$ cat src/rtl/up_req_pkg.sv
// Shared constants and helpers for the upstream request tagger.
package up_req_pkg;

    localparam int unsigned TAG_W    = 5;
    localparam int unsigned NUM_TAGS = 32;
    localparam logic [1:0]  AGE_MAX     = 2'd3;
    localparam logic [2:0]  ERR_TIMEOUT = 3'b100;

    typedef logic [TAG_W-1:0]    tag_t;
    typedef logic [NUM_TAGS-1:0] tag_vec_t;

    // Index of the lowest set bit; 0 when the vector is empty.
    function automatic tag_t lowest_set(input tag_vec_t v);
        tag_t idx;
        idx = '0;
        for (int i = NUM_TAGS - 1; i >= 0; i--) begin
            if (v[i]) idx = tag_t'(i);
        end
        return idx;
    endfunction

endpackage

$ cat src/rtl/up_tag_pool.sv
// Read tag pool: allocation, completion matching, ageing and timeout retirement.
module up_tag_pool
    import up_req_pkg::*;
(
    input  logic             pcie_clk,
    input  logic             pcie_rst,
    input  logic             alloc,
    input  logic             ack,
    input  logic [TAG_W-1:0] ack_tag,
    input  logic             tick,
    output logic             tag_avail,
    output logic [TAG_W-1:0] alloc_tag,
    output logic             ack_hit,
    output logic             retire,
    output logic [TAG_W-1:0] retire_tag,
    output logic [5:0]       outstanding
);

    tag_vec_t busy_q, busy_d;
    tag_vec_t stale_q, stale_d;
    tag_vec_t pend_q, pend_d;
    logic [NUM_TAGS-1:0][1:0] age_q, age_d;
    logic [5:0] out_q, out_d;
    tag_vec_t free_vec;

    assign free_vec  = ~busy_q & ~stale_q;
    assign tag_avail = |free_vec;
    assign alloc_tag = lowest_set(free_vec);

    // A completion always takes priority over a timeout retirement.
    assign ack_hit    = ack & busy_q[ack_tag];
    assign retire     = (|pend_q) & ~ack_hit;
    assign retire_tag = lowest_set(pend_q);

    assign outstanding = out_q;

    always_comb begin
        busy_d  = busy_q;
        stale_d = stale_q;
        pend_d  = pend_q;
        age_d   = age_q;

        if (tick) begin
            for (int i = 0; i < NUM_TAGS; i++) begin
                if (busy_q[i]) begin
                    if (age_q[i] == AGE_MAX) pend_d[i] = 1'b1;
                    else                     age_d[i]  = age_q[i] + 2'd1;
                end
            end
        end

        if (ack_hit) begin
            busy_d[ack_tag] = 1'b0;
            pend_d[ack_tag] = 1'b0;
        end else if (ack) begin
            stale_d[ack_tag] = 1'b0;
        end

        if (retire) begin
            busy_d[retire_tag]  = 1'b0;
            pend_d[retire_tag]  = 1'b0;
            stale_d[retire_tag] = 1'b1;
        end

        if (alloc) begin
            busy_d[alloc_tag] = 1'b1;
            pend_d[alloc_tag] = 1'b0;
            age_d[alloc_tag]  = '0;
        end

        out_d = out_q + 6'(alloc) - 6'(ack_hit | retire);
    end

    always_ff @(posedge pcie_clk or posedge pcie_rst) begin
        if (pcie_rst) begin
            busy_q  <= '0;
            stale_q <= '0;
            pend_q  <= '0;
            age_q   <= '0;
            out_q   <= '0;
        end else begin
            busy_q  <= busy_d;
            stale_q <= stale_d;
            pend_q  <= pend_d;
            age_q   <= age_d;
            out_q   <= out_d;
        end
    end

endmodule

$ cat src/rtl/up_req_tagger.sv
// Client front end for the upstream memory port: accepts requests, tags reads,
// routes completions back to the client and times out reads that never complete.
module up_req_tagger
    import up_req_pkg::*;
#(
    parameter int unsigned TICK_CYCLES = 4096,
    parameter int unsigned ID_W        = 8
) (
    input  logic             pcie_clk,
    input  logic             pcie_rst,
    input  logic             req_valid,
    output logic             req_ready,
    input  logic             req_write,
    input  logic [ID_W-1:0]  req_id,
    input  logic [63:0]      req_address,
    input  logic [63:0]      req_wdata,
    output logic             up_read,
    output logic             up_write,
    output logic [TAG_W-1:0] up_txtag,
    output logic [63:0]      up_address,
    output logic [63:0]      up_writedata,
    input  logic             up_wait,
    input  logic             up_ack,
    input  logic [TAG_W-1:0] up_rxtag,
    input  logic [2:0]       up_err,
    input  logic [63:0]      up_readdata,
    output logic             rsp_valid,
    output logic [ID_W-1:0]  rsp_id,
    output logic [2:0]       rsp_err,
    output logic [63:0]      rsp_data,
    output logic [5:0]       outstanding,
    output logic [15:0]      spurious_cnt
);

    localparam int unsigned PRESC_W = (TICK_CYCLES > 1) ? $clog2(TICK_CYCLES) : 1;

    logic             tag_avail;
    logic [TAG_W-1:0] alloc_tag;
    logic             ack_hit;
    logic             retire;
    logic [TAG_W-1:0] retire_tag;
    logic             accept;
    logic             alloc;
    logic             tick;

    logic [PRESC_W-1:0] presc_q;
    logic [ID_W-1:0]    id_ram [NUM_TAGS];

    logic            rsp_valid_q;
    logic [ID_W-1:0] rsp_id_q;
    logic [2:0]      rsp_err_q;
    logic [63:0]     rsp_data_q;
    logic [15:0]     spur_q;

    // Outputs stay quiet while reset is held.
    assign req_ready = ~pcie_rst & ~up_wait & (req_write | tag_avail);
    assign accept    = req_valid & req_ready;
    assign up_read   = accept & ~req_write;
    assign up_write  = accept & req_write;
    assign alloc     = up_read;

    assign up_txtag     = req_write ? '0 : alloc_tag;
    assign up_address   = req_address;
    assign up_writedata = req_wdata;

    up_tag_pool u_pool (
        .pcie_clk    (pcie_clk),
        .pcie_rst    (pcie_rst),
        .alloc       (alloc),
        .ack         (up_ack),
        .ack_tag     (up_rxtag),
        .tick        (tick),
        .tag_avail   (tag_avail),
        .alloc_tag   (alloc_tag),
        .ack_hit     (ack_hit),
        .retire      (retire),
        .retire_tag  (retire_tag),
        .outstanding (outstanding)
    );

    assign tick = (presc_q == PRESC_W'(TICK_CYCLES - 1));

    always_ff @(posedge pcie_clk or posedge pcie_rst) begin
        if (pcie_rst) begin
            presc_q <= '0;
        end else if (tick) begin
            presc_q <= '0;
        end else begin
            presc_q <= presc_q + PRESC_W'(1);
        end
    end

    always_ff @(posedge pcie_clk) begin
        if (alloc) id_ram[alloc_tag] <= req_id;
    end

    always_ff @(posedge pcie_clk or posedge pcie_rst) begin
        if (pcie_rst) begin
            rsp_valid_q <= 1'b0;
            rsp_id_q    <= '0;
            rsp_err_q   <= '0;
            rsp_data_q  <= '0;
        end else begin
            rsp_valid_q <= ack_hit | retire;
            if (ack_hit) begin
                rsp_id_q   <= id_ram[up_rxtag];
                rsp_err_q  <= up_err;
                rsp_data_q <= up_readdata;
            end else if (retire) begin
                rsp_id_q   <= id_ram[retire_tag];
                rsp_err_q  <= ERR_TIMEOUT;
                rsp_data_q <= '0;
            end
        end
    end

    always_ff @(posedge pcie_clk or posedge pcie_rst) begin
        if (pcie_rst) begin
            spur_q <= '0;
        end else if (up_ack && !ack_hit && spur_q != 16'hFFFF) begin
            spur_q <= spur_q + 16'd1;
        end
    end

    assign rsp_valid    = rsp_valid_q;
    assign rsp_id       = rsp_id_q;
    assign rsp_err      = rsp_err_q;
    assign rsp_data     = rsp_data_q;
    assign spurious_cnt = spur_q;

endmodule

$ cat config.mk
export PLATFORM = sky130hd
export DESIGN_NAME = up_req_tagger
export DESIGN_NICKNAME = d
export VERILOG_FILES = /design/src/rtl/up_req_pkg.sv /design/src/rtl/up_tag_pool.sv /design/src/rtl/up_req_tagger.sv
export SDC_FILE = /design/constraint.sdc
export NUM_CORES = 1
export LEC_CHECK = 0
export ABC_CLOCK_PERIOD_IN_PS = 6400
export CORE_MARGIN = 1.5
export CORE_UTILIZATION = 50
export DETAILED_ROUTE_END_ITERATION = 10
export DONT_BUFFER_PORTS = 1
export PLACE_DENSITY = 0.64
export SLEW_MARGIN = 10
export SYNTH_ARGS = -nofsm -noshare
export SYNTH_HDL_FRONTEND = slang
export SYNTH_HIERARCHICAL = 1
export SYNTH_SLANG_ARGS = --single-unit
$ cat constraint.sdc
create_clock -name pcie_clk -period 6.4 [get_ports pcie_clk]
set_input_delay 0.32 -clock pcie_clk [delete_from_list [all_inputs] [get_ports pcie_clk]]
set_output_delay 0.32 -clock pcie_clk [all_outputs]
set_load 0.05 [all_outputs]
==> results of run 1 <==
==> where the power goes <==
part | switching [mW] | internal (mW)
combinational | 4.98 | 3.40
sequential | 0.917 | 3.99
clock | 1.44 | 1.94
==> layer usage <==
layer / GRT usage / vias to the layer above
li1: - / 7738
met1: 0.409 / 9259
met2: 0.472 / 1097
met3: 0.118 / 220
met4: 0.157 / 4
met5: 0.0119 / -
==> through the flow <==
stage	instance area (um^2)	total power, mW	utilization
after floorplan	26200	11.1	-
after global placement	25700	13.0	0.498
after detailed placement	25700	13.1	0.498
after CTS	28400	16.6	0.551
after global routing	28400	17.4	0.551
final	28400	16.7	0.551
==> cells by family after synthesis <==
group / Yosys count / share of synthesized area
AO/OA/AOI/OAI: 454 / 0.118
XOR/XNOR: 29 / 0.00971
adder cells (fa/ha/maj): 9 / 0.00459
buffers and inverters: 285 / 0.0646
flip-flops: 526 / 0.552
multiplexers: 178 / 0.131
AND/OR/NAND/NOR: 619 / 0.120
==> registers in the layout, summed over array words and instances (netlist names) <==
name and cells:
u_pool/outstanding 6, rsp_valid 1, rsp_data 64, u_pool/age_q 64, rsp_id 8, u_pool/busy_q 32, presc_q 12, u_pool/stale_q 32
u_pool/pend_q 32, spurious_cnt 16, id_ram 256, rsp_err 3
==> layout by cell type, fill, tap and decap left out, types with 34 or more instances in the layout <==
master / count
sky130_fd_sc_hd__a21oi_1: 45
sky130_fd_sc_hd__nand2b_1: 60
sky130_fd_sc_hd__clkbuf_16: 56
sky130_fd_sc_hd__edfxtp_1: 256
sky130_fd_sc_hd__nor2_1: 182
sky130_fd_sc_hd__mux2i_1: 34
sky130_fd_sc_hd__dfrtp_1: 270
sky130_fd_sc_hd__nand2_1: 132
sky130_fd_sc_hd__o22ai_1: 52
sky130_fd_sc_hd__o21ai_0: 127
sky130_fd_sc_hd__mux4_2: 130
sky130_fd_sc_hd__a31oi_1: 34
sky130_fd_sc_hd__dlygate4sd3_1: 76
sky130_fd_sc_hd__nor3_1: 60
==> area by class of cell <==
| cell class | instances | area, um^2 | area share |
|---|---|---|---|
| sequential | 526 | 14400 | 0.509 |
| tap | 680 | 851 | 0.0300 |
| clock buffer | 70 | 1510 | 0.0533 |
| antenna | 5 | 12.5 | 0.000441 |
| inverter | 35 | 143 | 0.00502 |
| clock inverter | 33 | 404 | 0.0142 |
| timing repair buffer | 100 | 953 | 0.0336 |
| multi-input combinational | 1289 | 10100 | 0.355 |
==> how the worst max path moves through the flow <==
stage / end / depth (start not counted) / slack [ns] / start
floorplan: u_pool/age_q[0]$_DFF_PP0_ / 1 / 1.59 / pcie_rst
global placement: rsp_id[0]$_DFFE_PP0P_ / 10 / 2.19 / u_pool/pend_q[9]$_DFF_PP0_
detailed placement: rsp_id[0]$_DFFE_PP0P_ / 10 / 2.12 / u_pool/pend_q[9]$_DFF_PP0_
CTS: up_txtag[3] / 6 / 2.07 / u_pool/busy_q[16]$_DFF_PP0_
global route: rsp_id[3]$_DFFE_PP0P_ / 11 / 1.92 / u_pool/pend_q[9]$_DFF_PP0_
finish: id_ram[27][3]$_DFFE_PP_ / 9 / 1.96 / u_pool/busy_q[1]$_DFF_PP0_
==> summary.md, run 1 <==
The run finished with clean final reports. The proportion of synthesized flip-flops having asynchronous set or reset was 0.513. The leakage power of the design is 10.3 nW.

For the pin with the worst max-slew slack, the measured transition is 1.22 ns. The number of I/O pins is 448. The biggest area contributor in the post-synthesis netlist is sky130_fd_sc_hd__edfxtp_1. The number of standard cells in the layout, taps in and fillers out came out at 2,738.

Once detailed placement completed, the half-perimeter wirelength came to 59,000 um. The share of the clock period used by the worst path came out at 0.694. No sink is reached through more buffers than the 3 on the longest clock path. The tools report the wire length on met1 as 31,800 um. The standard cell with the maximum stage delay on the critical path is sky130_fd_sc_hd__nor2_1. The terminating pin of the worst hold path is rsp_data[34]$_DFFE_PP0P_. The number of fillers in the final layout is 4,252, and the latest clock arrival within the worst-skew pair is 0.65 ns. The worst hold path was traced through 2 stages. Most instantiated flip-flop cell in the synthesis netlist: sky130_fd_sc_hd__dfrtp_1. The clock input transition at the sequential cells of the worst setup and hold paths is 0.06 ns, and the average instance area after synthesis is 12.5 um^2. The synthesized netlist occupies a cell area of 26,200 um^2.

The tools report the detailed route wirelength on metal3 as 10,500 um. For this design the ratio of total power to cell area is 587 nW/um^2. Hold repair after CTS inserted 77 buffers. The cell sitting at the root of the clock tree is a sky130_fd_sc_hd__clkbuf_16. Synthesis instantiated 85 different standard cells from the library. The kind of cell with the highest combined delay on the critical path is simple AND/OR/NAND/NOR gates. The highest metal layer carrying signal wires in the routed design is met5. The run gives 103 as the largest net degree at the start of global routing.

Synthesis produced a netlist with a net count of 2,323. The worst clock skew was 0.0308 ns. Vertical die dimension: 232 um. For the number of sinks handled by clock tree synthesis, the log shows 526.

Across all register-to-register paths, the minimum setup slack is 1.96 ns. After detailed routing, the number of vias per cell comes to 6.69. In this run the tool buffered the top-level ports with 0 buffer cells.

The cell count after synthesis was 2,100. Upper clock frequency limit: 0.225 GHz. The logs give 56 for the number of clock buffers inserted by TritonCTS and 0 for the reported max-cap violation count. The number of antenna violations at the first check in global routing was 5.

Once detail routing completed, the nets flagged for antenna violations numbered 0. OpenSTA, run right after detailed placement, puts the worst setup slack at 2.12 ns. The floorplan has 83 rows. Worst stage delay on the critical path: 1.05 ns. The sort of element at the start of the critical path is a flip-flop. The register bit total from synthesis is 526, and the layout overhead on the synthesized area is 8.49%. Hold timing on the final database bottoms out at a slack of 0.0449 ns. The worst hold path begins at up_readdata[34].

The cell that appears most often on the critical path is sky130_fd_sc_hd__nor2_1. The congestion estimate from routability-driven global placement came to 0.964. Data arrives at the worst endpoint at 4.69 ns. The number of placed instances, taps included is 2,553, and the count of warnings emitted by yosys is 6. The number of buffers and inverters on the critical path came out at 1. In this run the critical register-to-register path is captured at id_ram[27][3]$_DFFE_PP_. In the synthesized netlist, the cells that appear most often are sky130_fd_sc_hd__dfrtp_1 (270), sky130_fd_sc_hd__edfxtp_1 (256), sky130_fd_sc_hd__nor2_1 (186), sky130_fd_sc_hd__buf_4 (140), sky130_fd_sc_hd__nand2_1 (132).

In this run, post-CTS repair resized a total of 0 instances. The area of the die was 53,700 um^2. The number of cells on the worst reg-to-reg path came out at 9. After routing, the total negative slack on setup checks comes to 0 ns. Sorting the synthesized cells by area gives the leading types as sky130_fd_sc_hd__edfxtp_1 (29%), sky130_fd_sc_hd__dfrtp_1 (26%), sky130_fd_sc_hd__mux4_2 (11%). The count of final hold-check violations was 0. The critical path goes through o22ai_1 -> nor2_1 -> nand2_1 -> nor2_1 -> nand2_1 -> nand4b_1 -> inv_1 -> nand3_1 -> nor2_1. Setup repair after global routing left no endpoint under its margin. The logs give 6 for the first-pass iteration count of the detailed router and 0.186 for the worst relative slew slack. The number of failing setup endpoints in the final timing report was 0.

The tools report the maximum level of the CTS H-tree as 2. The setup slack of the critical path after layout came out at 1.96 ns. The total met2 wirelength after detailed routing was 38,600 um; the violation count after the first detailed-route iteration was 2,178. The first global-routing pass estimated 123,000 um of wire.

The synthesized design contains 256 enable-type register cells. The logs give 0 for the total congestion overflow and 698 uV for the peak ir drop on the vdd network. The critical path is of the flip-flop to flip-flop type. For the finished layout, the period the worst path requires is 4.44 ns. The sequential fraction of the synthesis area is 0.552. The top cell type's share of synthesized area is 0.294, and the total vias in the final route is 18,318. The initial core utilization is 0.508, and the number of buffers inserted to repair setup after CTS is 0.

Of all nets on the critical path, the largest fanout is 8. For this run, the post-layout net count is 2,231. TritonCTS built the clock tree. The cell with the most instances after synthesis is sky130_fd_sc_hd__dfrtp_1. The path class of the tightest hold or removal check is primary input to flip-flop.

STA classifies the critical path endpoint as a flip-flop. The worst register-to-register path begins at u_pool/busy_q[1]$_DFF_PP0_. The detailed-route wire length per cell is 31.3 um, and the data required time of the critical path is 6.65 ns.

The fraction of layout cells with a size suffix above 1 is 0.147. For this run, design rule violations remaining after detail routing come to 0. The run gives 51,500 um^2 as the core area. Number of global-route vias before repair: 17,656.

For this block, the routed nets add up to 85,800 um of wire. The die is 232 um wide. For the all-layer global routing usage, the log shows 0.317.

For the max-slew violation total from the final report, the log shows 0.
No activity file was read; power rests on OpenSTA's default activity.
==> run 2: changes to the inputs <==
ABC_AREA = 1   (was default)
ABC_CLOCK_PERIOD_IN_PS = 4070   (was 6400)
PLACE_DENSITY = 0.67   (was 0.64)
clock period = 4.07 ns   (was 6.4 ns; I/O delays follow)
==> run 2 against run 1 <==
Combinational power is 71% higher; register-to-register slack lost 1.6 ns; total power grew 62%; sequential power grew 47%; first-iteration DRC count is 28% higher; worst setup slack worse by 1.7 ns; largest power group unchanged.
==> summary.md, run 2 <==
The synthesized netlist occupies a cell area of 27,800 um^2. Counting flops with a built-in enable in the synthesized netlist gives 256. The number of cells on the worst reg-to-reg path is 44. The total power draw was 27.0 mW; the detailed placer's ending HPWL was 57,700 um. Yosys attributes the largest share of cell area to sky130_fd_sc_hd__edfxtp_1 (28%), sky130_fd_sc_hd__dfrtp_1 (24%), sky130_fd_sc_hd__nand2_1 (13%). The detailed-route wire length per cell came out at 22.2 um. The register with the most flip-flops in the layout has 256 of them.

For the area used by sequential logic in the layout, the log shows 14,400 um^2. The worst relative slew slack was 0.290; the total congestion overflow was 0. After detailed routing, the number of remaining DRC violations is 0.

The flow ran to the end, and the final reports show no timing, DRC or antenna violations. The largest net degree at the start of global routing is 136, and the maximum level of the CTS H-tree is 2. The run gives 4,095 as the number of standard cells in the layout, taps in and fillers out.

Fraction of layout cells with a size suffix above 1: 0.0912. The tools report the number of clock buffers inserted by TritonCTS as 56. The peak ir drop on the vdd network was 786 uV; the top cell type's share of synthesized area was 0.277. For the sequential fraction of the synthesis area, the log shows 0.520.

The setup slack of the critical path after layout was 0.255 ns. In the synthesized netlist, the cells that appear most often are sky130_fd_sc_hd__nand2_1 (955), sky130_fd_sc_hd__nand3_1 (537), sky130_fd_sc_hd__inv_1 (330), sky130_fd_sc_hd__dfrtp_1 (270), sky130_fd_sc_hd__edfxtp_1 (256). The most instantiated flip-flop cell in the synthesis netlist was sky130_fd_sc_hd__dfrtp_1.

The initial core utilization was 0.505. STA classifies the critical path startpoint as a primary input. Using the TritonRoute via totals, the vias-per-cell ratio works out to 5.85. The first global-routing pass estimated 136,000 um of wire.

The detailed router finished its first iteration with 2,797 violations. The shortest period the worst path allows was 3.81 ns; the worst-case register-to-register setup slack was 0.35 ns. The worst clock skew is 0.0272 ns. Launch point of the worst reg-to-reg path: u_pool/pend_q[29]$_DFF_PP0_. Leaving out fill and tap cells, the most frequent cell in the layout is sky130_fd_sc_hd__nand2_1.

Once layout is done, the placed cells without fillers occupy 31,000 um^2. The run gives 1 as the number of antenna violations at the first check in global routing. The initialized floorplan defines 86 standard-cell rows. The terminating pin of the worst hold path is rsp_id[1]$_DFFE_PP0P_.

Area taken by multi-input logic gates: 10,300 um^2. The all-layer global routing usage was 0.312; the leakage power of the design was 14.4 nW. The floorplan step set the die height to 239 um. The share of the clock period used by the worst path is 0.937. The type of the setup path with the least slack was primary input to flip-flop.

Pin placement for this block handled 448 I/O pins. Routability-driven placement finished with a final weighted congestion of 0.981. The number of global-route vias before repair was 23,425. Counting the fill cells in the layout gives 4,804. The most area-hungry cell type in the Yosys netlist was sky130_fd_sc_hd__edfxtp_1. Wires add up to 90,800 um. At the later pin of the worst-skew pair, clock insertion delay measures 0.63 ns.

The tools report the core area as 55,000 um^2. At the pin with the least slew margin, the transition time is 1.06 ns. Proportion of synthesized flip-flops having asynchronous set or reset: 0.513. Synthesis produced a netlist with a net count of 3,547.

Yosys printed 6 warnings. The worst register-to-register path ends at rsp_id[6]$_DFFE_PP0P_. Setup repair after global routing could not meet its margin everywhere.

Compared with the post-synthesis result, the final layout area differs by 11.5%. For the worst setup slack after placement, the log shows 0.329 ns. After clock tree synthesis, the clock-pin slew on the worst setup and hold paths is 0.06 ns.

The number of nets in the layout came out at 3,522. The upper clock frequency limit was 0.262 GHz. Dividing the synthesized area by the synthesized cell count gives 8.36 um^2. Clock tree synthesis selected as its root buffer the cell sky130_fd_sc_hd__clkbuf_16. The longest clock path from root to sink contains 3 buffers. The register bit total from synthesis was 526. The total vias in the final route was 23,940. The count of buffers added on input and output ports is 0. Path class of the lowest-slack min-delay path: primary input to flip-flop. For this run, the detailed router's first-pass iteration total came to 8.

The logs give 52 for the number of distinct library cell variants in the gate-level netlist after synthesis and 3,324 for the cell count after synthesis. Die span in x: 239 um. The die covers 57,000 um^2.

At the worst endpoint, the required time is 4.62 ns. In the post-synthesis netlist, the cell with the most instances is sky130_fd_sc_hd__nand2_1. Setup violations remaining at the end of the flow were counted as 0. TritonCTS built the clock tree.

Dividing total power by cell area gives a power density of 872 nW/um^2. The number of sinks handled by clock tree synthesis was 526; the number of stages on the worst hold path was 6. More flip-flops sit in one register than any other, and that register is id_ram. The tightest hold path in the finished design has a slack of 0.0230 ns. Max-slew violation total from the final report: 0. STA puts the critical path data arrival time at 4.36 ns. The largest fanout on the critical path was 66; the number of placed instances, taps included was 3,893. In the layout the commonest cells are sky130_fd_sc_hd__nand2_1 (955), sky130_fd_sc_hd__nand3_1 (531), sky130_fd_sc_hd__inv_1 (326).

The tools report the nature of the critical path endpoint as a flip-flop. The tool flagged a number of max-cap violations equal to 0. The count of final hold-check violations was 0; the post-route antenna net violation count was 0. In this run the most critical hold path is launched from up_rxtag[3]. The tools report the area of placed instances as 27,800 um^2.
[run 2: worst max-delay path, cell delays in order]
cell and delay (ns):
sky130_fd_sc_hd__dlygate4sd3_1 0.79, sky130_fd_sc_hd__nor3_1 0.63, sky130_fd_sc_hd__o21ai_0 0.36, sky130_fd_sc_hd__nand2_1 0.21, sky130_fd_sc_hd__a221oi_2 0.05, sky130_fd_sc_hd__nand2_1 0.11
sky130_fd_sc_hd__inv_2 0.08, sky130_fd_sc_hd__nor2_8 0.09, sky130_fd_sc_hd__buf_4 0.43, sky130_fd_sc_hd__nor2_4 0.10, sky130_fd_sc_hd__nor2_4 0.39, sky130_fd_sc_hd__buf_4 0.64
sky130_fd_sc_hd__a22o_1 0.25
[run 2: per-stage QoR]
stage                     setup TNS [ns]  utilization
after floorplan                        0            -
after global placement                 0        0.506
after global routing            -0.00153        0.563
after detailed placement               0        0.506
after CTS                              0        0.560
final                                  0        0.563
[run 2: per-layer routing]
layer  track usage  part of all wire
met1         0.377              0.37
met2         0.502              0.47
met3        0.0841              0.11
met4         0.181             0.057
met5       0.00433           0.00039
[run 2: what timing repair did]
action / CTS / global route
setup buffers: 0 / 1
resized for setup: 0 / 14
endpoints found under the setup margin: 0 / 20
endpoints found under the hold margin: 437 / 0
hold buffers: 91 / 0
[run 2: worst max path at each step]
stage          cells after the start                        to  slack (ns)                         from
6_report                          13  rsp_data[57]$_DFFE_PP0P_        0.26                  up_rxtag[4]
5_1_grt                           35   id_ram[12][1]$_DFFE_PP_     -0.0006  u_pool/busy_q[28]$_DFF_PP0_
4_1_cts                           44     rsp_id[3]$_DFFE_PP0P_        0.30  u_pool/pend_q[31]$_DFF_PP0_
3_5_place_dp                      44     rsp_id[3]$_DFFE_PP0P_        0.33  u_pool/pend_q[31]$_DFF_PP0_
3_3_place_gp                      44     rsp_id[3]$_DFFE_PP0P_        0.28  u_pool/pend_q[31]$_DFF_PP0_
2_1_floorplan                     37   id_ram[11][0]$_DFFE_PP_        0.21  u_pool/busy_q[29]$_DFF_PP0_
[run 2: cells by family after synthesis]
| kind of cell | synth area share |
|---|---|
| AND/OR/NAND/NOR | 0.295 |
| buffers and inverters | 0.110 |
| flip-flops | 0.520 |
| AO/OA/AOI/OAI | 0.0632 |
| XOR/XNOR | 0.00757 |
| adder cells (fa/ha/maj) | 0.00432 |
[run 2: power breakdown]
part	switching, mW	internal [mW]	leakage, nW	total, mW
registers	1.11	6.13	5.76	7.24
logic	9.89	4.38	7.61	14.3
clock network	2.20	3.30	0.982	5.50
total	13.2	13.8	14.4	27.0
[run 2: area by class of cell]
class | instances | share of cell area
Clock buffer | 80 | 0.0538
Tap cell | 748 | 0.0302
Multi-Input combinational cell | 2175 | 0.334
Clock inverter | 25 | 0.0107
Antenna cell | 1 | 0.0000808
Sequential cell | 526 | 0.466
Inverter | 350 | 0.0429
Timing Repair Buffer | 190 | 0.0622
